$ cat src/rtl/div_rasterizer_iter.sv
// rtl/div_rasterizer_iter.sv - radix-2 signed fixed-point divider with tagged result FIFO
// Define DIV_SATURATE_EN to clamp out-of-range quotients instead of wrapping them.
module div_rasterizer_iter #(
  parameter int DIVIDEND_WIDTH   = 64,
  parameter int DIVISOR_WIDTH    = 64,
  parameter int FRACTIONAL_WIDTH = 16,
  parameter int OUT_WIDTH        = DIVIDEND_WIDTH + FRACTIONAL_WIDTH + 1,
  parameter int TAG_WIDTH        = 4,
  parameter int OUT_DEPTH        = 4,
  localparam int TDATA_W         = 8 * ((OUT_WIDTH + 7) / 8)
) (
  input  logic                      aclk,
  input  logic                      areset,
  input  logic                      s_axis_dividend_tvalid,
  output logic                      s_axis_dividend_tready,
  input  logic [DIVIDEND_WIDTH-1:0] s_axis_dividend_tdata,
  input  logic [TAG_WIDTH-1:0]      s_axis_dividend_tuser,
  input  logic                      s_axis_divisor_tvalid,
  output logic                      s_axis_divisor_tready,
  input  logic [DIVISOR_WIDTH-1:0]  s_axis_divisor_tdata,
  output logic                      m_axis_dout_tvalid,
  input  logic                      m_axis_dout_tready,
  output logic [TDATA_W-1:0]        m_axis_dout_tdata,
  output logic [TAG_WIDTH+1:0]      m_axis_dout_tuser,
  output logic                      busy
);
  localparam int DW      = DIVIDEND_WIDTH;
  localparam int VW      = DIVISOR_WIDTH;
  localparam int NUM_W   = DW + FRACTIONAL_WIDTH;
  localparam int EXT_W   = (OUT_WIDTH > NUM_W + 1) ? OUT_WIDTH : NUM_W + 1;
  localparam int CNT_W   = $clog2(NUM_W + 1);
  localparam int PTR_W   = (OUT_DEPTH > 1) ? $clog2(OUT_DEPTH) : 1;
  localparam int OCC_W   = $clog2(OUT_DEPTH + 1);
  localparam int ENTRY_W = TAG_WIDTH + 2 + OUT_WIDTH;

  typedef enum logic [1:0] {IDLE, CALC, FIN} state_t;

  state_t               state;
  logic                 dvd_valid, dvs_valid;
  logic [DW-1:0]        dvd_data;
  logic [TAG_WIDTH-1:0] dvd_tag;
  logic [VW-1:0]        dvs_data;

  logic [NUM_W-1:0]     num;
  logic [NUM_W-1:0]     quo;
  logic [VW-1:0]        dvs_mag;
  logic [VW-1:0]        rem;
  logic                 neg, dbz;
  logic [TAG_WIDTH-1:0] tag;
  logic [CNT_W-1:0]     cnt;

  logic [ENTRY_W-1:0]   mem [OUT_DEPTH];
  logic [PTR_W-1:0]     wr_ptr, rd_ptr;
  logic [OCC_W-1:0]     occ;

  logic                 start, push, pop;
  logic [DW-1:0]        dvd_abs;
  logic [VW-1:0]        dvs_abs;
  logic [VW:0]          rem_sh, rem_sub;
  logic                 ge;
  logic [EXT_W-1:0]     q_pos, q_ext, q_back;
  logic [OUT_WIDTH-1:0] q_low, res;
  logic                 ovf;
  logic [ENTRY_W-1:0]   head;

  assign s_axis_dividend_tready = !dvd_valid;
  assign s_axis_divisor_tready  = !dvs_valid;

  assign start = (state == IDLE) && dvd_valid && dvs_valid && (occ < OCC_W'(OUT_DEPTH));
  assign push  = (state == FIN);
  assign pop   = m_axis_dout_tvalid && m_axis_dout_tready;

  assign dvd_abs = dvd_data[DW-1] ? (~dvd_data + 1'b1) : dvd_data;
  assign dvs_abs = dvs_data[VW-1] ? (~dvs_data + 1'b1) : dvs_data;

  // Remainder stays below dvs_mag, so one extra bit covers the shifted trial value.
  assign rem_sh  = {rem, num[NUM_W-1]};
  assign ge      = rem_sh >= {1'b0, dvs_mag};
  assign rem_sub = rem_sh - {1'b0, dvs_mag};

  assign q_pos  = EXT_W'(quo);
  assign q_ext  = neg ? (~q_pos + 1'b1) : q_pos;
  assign q_low  = q_ext[OUT_WIDTH-1:0];
  assign q_back = EXT_W'(signed'(q_low));
  assign ovf    = (q_back != q_ext);

`ifdef DIV_SATURATE_EN
  logic [OUT_WIDTH-1:0] sat;
  assign sat = q_ext[EXT_W-1] ? {1'b1, {(OUT_WIDTH-1){1'b0}}} : {1'b0, {(OUT_WIDTH-1){1'b1}}};
  assign res = ovf ? sat : q_low;
`else
  assign res = q_low;
`endif

  always_ff @(posedge aclk) begin
    if (areset) begin
      dvd_valid <= 1'b0;
      dvs_valid <= 1'b0;
      dvd_data  <= '0;
      dvd_tag   <= '0;
      dvs_data  <= '0;
    end else begin
      if (s_axis_dividend_tvalid && !dvd_valid) begin
        dvd_valid <= 1'b1;
        dvd_data  <= s_axis_dividend_tdata;
        dvd_tag   <= s_axis_dividend_tuser;
      end else if (start) begin
        dvd_valid <= 1'b0;
      end
      if (s_axis_divisor_tvalid && !dvs_valid) begin
        dvs_valid <= 1'b1;
        dvs_data  <= s_axis_divisor_tdata;
      end else if (start) begin
        dvs_valid <= 1'b0;
      end
    end
  end

  always_ff @(posedge aclk) begin
    if (areset) begin
      state   <= IDLE;
      busy    <= 1'b0;
      num     <= '0;
      quo     <= '0;
      rem     <= '0;
      dvs_mag <= '0;
      neg     <= 1'b0;
      dbz     <= 1'b0;
      tag     <= '0;
      cnt     <= '0;
    end else begin
      case (state)
        IDLE: begin
          if (start) begin
            busy    <= 1'b1;
            num     <= NUM_W'(dvd_abs) << FRACTIONAL_WIDTH;
            quo     <= '0;
            rem     <= '0;
            dvs_mag <= dvs_abs;
            neg     <= dvd_data[DW-1] ^ dvs_data[VW-1];
            tag     <= dvd_tag;
            cnt     <= CNT_W'(NUM_W - 1);
            dbz     <= (dvs_data == '0);
            state   <= (dvs_data == '0) ? FIN : CALC;
          end
        end
        CALC: begin
          num <= num << 1;
          rem <= ge ? rem_sub[VW-1:0] : rem_sh[VW-1:0];
          quo <= {quo[NUM_W-2:0], ge};
          if (cnt == '0) state <= FIN;
          else cnt <= cnt - 1'b1;
        end
        FIN: begin
          busy  <= 1'b0;
          state <= IDLE;
        end
        default: state <= IDLE;
      endcase
    end
  end

  // Show-ahead FIFO; start only fires with a free slot, so push never overflows.
  always_ff @(posedge aclk) begin
    if (areset) begin
      wr_ptr <= '0;
      rd_ptr <= '0;
      occ    <= '0;
    end else begin
      if (push) begin
        mem[wr_ptr] <= {tag, ovf, dbz, res};
        wr_ptr      <= (wr_ptr == PTR_W'(OUT_DEPTH - 1)) ? '0 : wr_ptr + 1'b1;
      end
      if (pop) rd_ptr <= (rd_ptr == PTR_W'(OUT_DEPTH - 1)) ? '0 : rd_ptr + 1'b1;
      case ({push, pop})
        2'b10:   occ <= occ + 1'b1;
        2'b01:   occ <= occ - 1'b1;
        default: occ <= occ;
      endcase
    end
  end

  assign head               = mem[rd_ptr];
  assign m_axis_dout_tvalid = (occ != '0);
  assign m_axis_dout_tdata  = m_axis_dout_tvalid ? TDATA_W'(signed'(head[OUT_WIDTH-1:0])) : '0;
  assign m_axis_dout_tuser  = m_axis_dout_tvalid ? head[ENTRY_W-1:OUT_WIDTH] : '0;
endmodule

$ cat config.mk
export PLATFORM = sky130hd
export DESIGN_NAME = div_rasterizer_iter
export DESIGN_NICKNAME = d
export VERILOG_FILES = /design/src/rtl/div_rasterizer_iter.sv
export SDC_FILE = /design/constraint.sdc
export NUM_CORES = 2
export LEC_CHECK = 0
export ABC_AREA = 1
export CORE_MARGIN = 1.5
export CORE_UTILIZATION = 47
export DETAILED_ROUTE_END_ITERATION = 8
export GPL_TIMING_DRIVEN = 0
export PLACE_DENSITY_LB_ADDON = 0.3
export RECOVER_POWER = 50
export SLEW_MARGIN = 20
export SYNTH_ARGS = -nofsm -noshare
export SYNTH_HDL_FRONTEND = slang
export SYNTH_SLANG_ARGS = --single-unit
$ cat constraint.sdc
create_clock -name aclk -period 15.6 [get_ports aclk]
set_input_delay 3.9 -clock aclk [delete_from_list [all_inputs] [get_ports aclk]]
set_output_delay 3.9 -clock aclk [all_outputs]
set_load 0.01 [all_outputs]
# Word level (Yosys, flattened, before mapping)

Memory sizes are Yosys's and may differ from the RTL's. A register that Yosys moved wholly into a read port is not among the register bits.
Index checks and enable logic that the tools add are counted.

Reduce and logical (&&, ||, !) cells: 22
Magnitude comparators: 2
Bitwise operators: 4
Add/sub/neg operators: 9
Multiplexer cells: 32
Equal/unequal tests: 9

Operator list:

| cell                                             | count |
|---|---|
| one-hot mux 80 bit (2 select lines)              | 2 |
| two-way mux 64 bit                               | 4 |
| two-way mux 80 bit                               | 2 |
| adder 64 x 1 -> 64 bit, second input constant    | 2 |
| inverter 64 bit                                  | 2 |
| one-hot mux 64 bit (2 select lines)              | 1 |
| two-way mux 88 bit                               | 1 |
| adder 81 x 1 -> 81 bit, second input constant    | 1 |
| two-way mux 81 bit                               | 1 |
| inverter 80 -> 81 bit                            | 1 |
| greater-or-equal comparator 65 x 64 -> 1 bit     | 1 |
| zero test 64 bit                                 | 1 |
| subtractor 64 bit                                | 1 |
| two-way mux 2 bit                                | 7 |
| two-way mux 7 bit                                | 2 |
| one-hot mux 7 bit (2 select lines)               | 1 |
| nonzero test 2 bit                               | 5 |
| == test 2 bit, second input constant             | 4 |
| AND reduction 2 bit                              | 4 |
| zero test 7 bit                                  | 1 |
| two-way mux 1 bit                                | 7 |
| subtractor 7 x 1 -> 7 bit, second input constant | 1 |
| logical AND 1 bit                                | 6 |
| two-way mux 6 bit                                | 1 |
| 14 further kinds                                 | 19 |

Register bits: 445
Memories: 1
Memory bits (writable): 344
Output and inout bits: 98

Memories:

| name | depth | bits a word | rd ports | clocked after Yosys merged registers in | write ports | line | text |
|---|---|---|---|---|---|---|---|
| mem  | 4     | 86          | 1        | 1                                       | 1           | 52   | `logic [ENTRY_W-1:0] mem [OUT_DEPTH];` |

# Logic depth before layout (Yosys ltp)

Depth after elaboration: 6
Gate-level depth with buffers: 19

# Worst setup path before layout

No wires, ideal clock.

Kind: input-to-reg
Start: input port areset
End: memory mem[0][0] in the netlist's numbering (enable)
Cell stages on the path: 5
Data arrival time: 8.158 ns
Required time: 15.069 ns
Buffers on the path: 2
Library setup time: 0.531 ns
Slack: 6.911 ns
Path through: clkbuf_1 > inv_1 > clkbuf_1 > nand2_1 > nor2_1

Longest elaborated chain between the ends: 2

RTL lines:

| what                                    | line | text |
|---|---|---|
| from (decl)                             | 13   | `input logic areset,` |
| two-way mux 1 bit                       | 165  | `if (areset) begin` |
| two-way mux 1 bit (implied by the code) | 171  | `mem[wr_ptr] <= {tag, ovf, dbz, res};` |
| to (decl)                               | 52   |  |

No other way between the ends.

==> results_dict.tcl <==
set metrics [dict create \
    portBuffers 232 \
    dr.pass1.iters 8 \
    grt_usage 0.305 \
    area_delta_synth_final_pct 16.2 \
    path_cells "clkbuf_1, clkbuf_1, clkbuf_1, nor2_1, nor2_1, o21ai_0, a21oi_1, clkdlybuf4s50_1" \
    power_leakage_uw 0.0211 \
    final_cell_mix "nand2_1, nor2_1, inv_1, a21oi_1, o21ai_0" \
    worstRegToRegCells 12 \
    viasPerCell 5.37 \
    cts_buffers 82 \
    drive_gt1_frac 0.0433 \
    clockBufferDepth 3 \
    p_per_area_nw_per_um2 111 \
    cts.sinks 775 \
    synth_area_leaders "edfxtp_1, dfxtp_1, nand2_1" \
    period_minus_slack_ns 8.57 \
    synthArstFlopShare 0 \
    worstSetupPathType "reg2out" \
    rows 110 \
    synth_top_area_frac 0.242 \
    r2r_slack_ns 11.96 \
    avgSynthCellArea_um2 7.21 \
    layout_commonest_cell "nand2_1" \
    outcome "finished, final reports clean" \
    synthFlopType "dfxtp_1" \
    hold_depth 2 \
    critPathArrivalTime_ns 4.67 \
    postCtsSetupBuffers 0 \
    start_kind "register" \
    critPathMaxFanout 10 \
    cp-end-kind "primary output" \
    antenna_found_initial 5 \
    cpLargestDelayFamily "buffers and inverters" \
    grt_pass1_vias 37526 \
    fill_cells 8730 \
    cts-root-buf "clkbuf_16" \
    p_switching_uw 1810 \
    pwr-share-clk 0.362 \
    synth_cell_type_count 57 \
    die-area_um2 92700 \
    whs_ns 0.470 \
    syn-num-nets 6143 \
    timing.fmax_mhz 117 \
    seq_area_um2 19000 \
    core-area_um2 90000 \
    die_h_um 304 \
    r2r_end "mem[1][78]" \
    cts_resized 0 \
    overflow 0 \
    power_frac_seq 0.401 \
    slowest_delay_ns 0.88 \
    synth_edf_count 344 \
    grt_max_degree 25 \
    required_ns 11.70 \
    finalHoldViolCount 0 \
    synth_cells 5929 \
    grt_pass1_wl_um 219000 \
    ys_seq_elements 775 \
    drv_cap 0 \
    final_cells 7507 \
    worstMarginPinSlew_ns 1.18 \
    rsz0062_at_grt "false" \
    drv_slew 0 \
    crit_top_cell "clkbuf_1" \
    multi_input_area_um2 19600 \
    io_pins 235 \
    critPathSlowestCell "clkbuf_1" \
    start_util 0.475 \
    drt_iter0_drc 4113 \
    hold_buffers 0 \
    drc 0 \
    synth.yosys.seq_area_share 0.444 \
    relSlewSlack 0.214 \
    hp-class "reg2reg" \
    intPower_uw 3680 \
    yosys.area.top_type "edfxtp_1" \
    fin_tns_setup_ns 0 \
    crit_cells 8 \
    dp_cells 7354 \
    dp_hpwl_um 112000 \
    swShare 0.330 \
    drt-wirelength-per-cell_um 19.3 \
    skew_ns 0.0530 \
    fin_nets 6476 \
    finalCritPeriodShare 0.549 \
    r2r-start "quo[0]" \
    synth.cell_area_um2 42700 \
    clkTransAtPathRegs_ns 0.06 \
    setup_viol 0 \
    p_comb_frac 0.237 \
    ys_warn_count 0 \
    num_vias 40279 \
    cts_tree "built" \
    cp-endpoint "m_axis_dout_tuser[3]" \
    routed_wl_um 145000 \
    clk_latency_ns 0.66 \
    drtAntennaViolNets 0 \
    place.gp.congestion 0.999 \
    cts_max_level 3 \
    path_buf_inv 4 \
    die_w_um 304 \
    ir_drop_uv 96.1 \
]
cell type report:
class / count / share of cell area
sequential: 775 / 0.382
timing repair buffer: 249 / 0.0549
inverter: 788 / 0.0596
tap: 1176 / 0.0296
buffer: 261 / 0.0228
clock inverter: 41 / 0.00970
clock buffer: 108 / 0.0460
multi-input combinational: 4105 / 0.396
antenna: 4 / 0.000202
synth_stat cells (all sizes together) (2+ instances only):
library cell     n
a21oi          499
a31oi           40
and2             6
buf             67
clkbuf         194
clkinv           3
dfxtp          431
edfxtp         344
fa               2
ha              75
inv            785
nand2         1455
nand3          268
nand3b          57
nand4           61
nor2           843
nor3            63
nor3b            3
nor4            27
o211a            2
o211ai          14
o21a             2
o21ai          476
o221ai          11
o22ai           22
o31ai            3
or2              6
xnor2           46
xor2           112
power groups by stage:
stage	Sequential, uW	Clock (uW)	Combinational [uW]
final	2200	1990	1300
after global placement	2240	0	1260
after CTS	2200	2010	1270
after floorplan	2230	0	864
after detailed placement	2240	0	1270
after global routing	2210	2090	1430
kinds of logic (layout without fill, tap and decap cells):
group / count (synthesis) / in the layout / share of synthesized area
other: 1 / 5 / 0.0000878
AOI/OAI and AO/OA: 1077 / 1077 / 0.132
and+or+nand+nor: 2792 / 2792 / 0.273
adders and majority gates: 77 / 77 / 0.0229
DFF: 775 / 775 / 0.444
buffers and inverters: 1049 / 1447 / 0.0958
xor gates and xnor gates: 158 / 158 / 0.0324
worst min path at each step:
stage | start | endpoint | slack, ns
2_1_floorplan | num[16] | num[16] | 0.44
3_3_place_gp | num[16] | num[16] | 0.45
3_5_place_dp | num[16] | num[16] | 0.46
4_1_cts | num[16] | num[16] | 0.47
5_1_grt | rem[39] | rem[39] | 0.50
6_report | num[16] | num[16] | 0.47
stage by stage:
| step | worst slack (ns) | instance area, um2 | power, uW | utilization |
|---|---|---|---|---|
| final | 7.03 | 49700 | 5490 | 0.552 |
| after global routing | 6.94 | 49700 | 5730 | 0.552 |
| after CTS | 7.09 | 49700 | 5480 | 0.552 |
| after detailed placement | 7.80 | 47000 | 3510 | 0.522 |
| after global placement | 3.19 | 46500 | 3500 | 0.517 |
| after floorplan | 6.91 | 42700 | 3090 | - |
routing by layer:
layer,global-route usage,part of all wire,wire length [um],up-vias
met3,0.0362,0.071,10300,294
met1,0.407,0.42,61200,18548
met2,0.507,0.47,67400,1638
li1,-,-,-,19799
met4,0.116,0.039,5710,0
met5,0,0,0,-
flip-flops by register name, summed over array words and instances (netlist names), named ones only:
register	flops
tag	4
quo	80
dvd_data	64
dbz	1
dvd_tag	4
dvd_valid	1
dvs_data	64
state	2
occ	3
dvs_valid	1
rd_ptr	2
busy	1
mem	344
num	64
rem	64
cnt	7
wr_ptr	2
neg	1
dvs_mag	64
tightest hold or removal path, cell delays in order (launching register included):
cell	delay, ns
dfxtp_1	0.31
nand2_1	0.06
a21oi_1	0.05
Note: power is estimated with default switching activity, not from simulation.
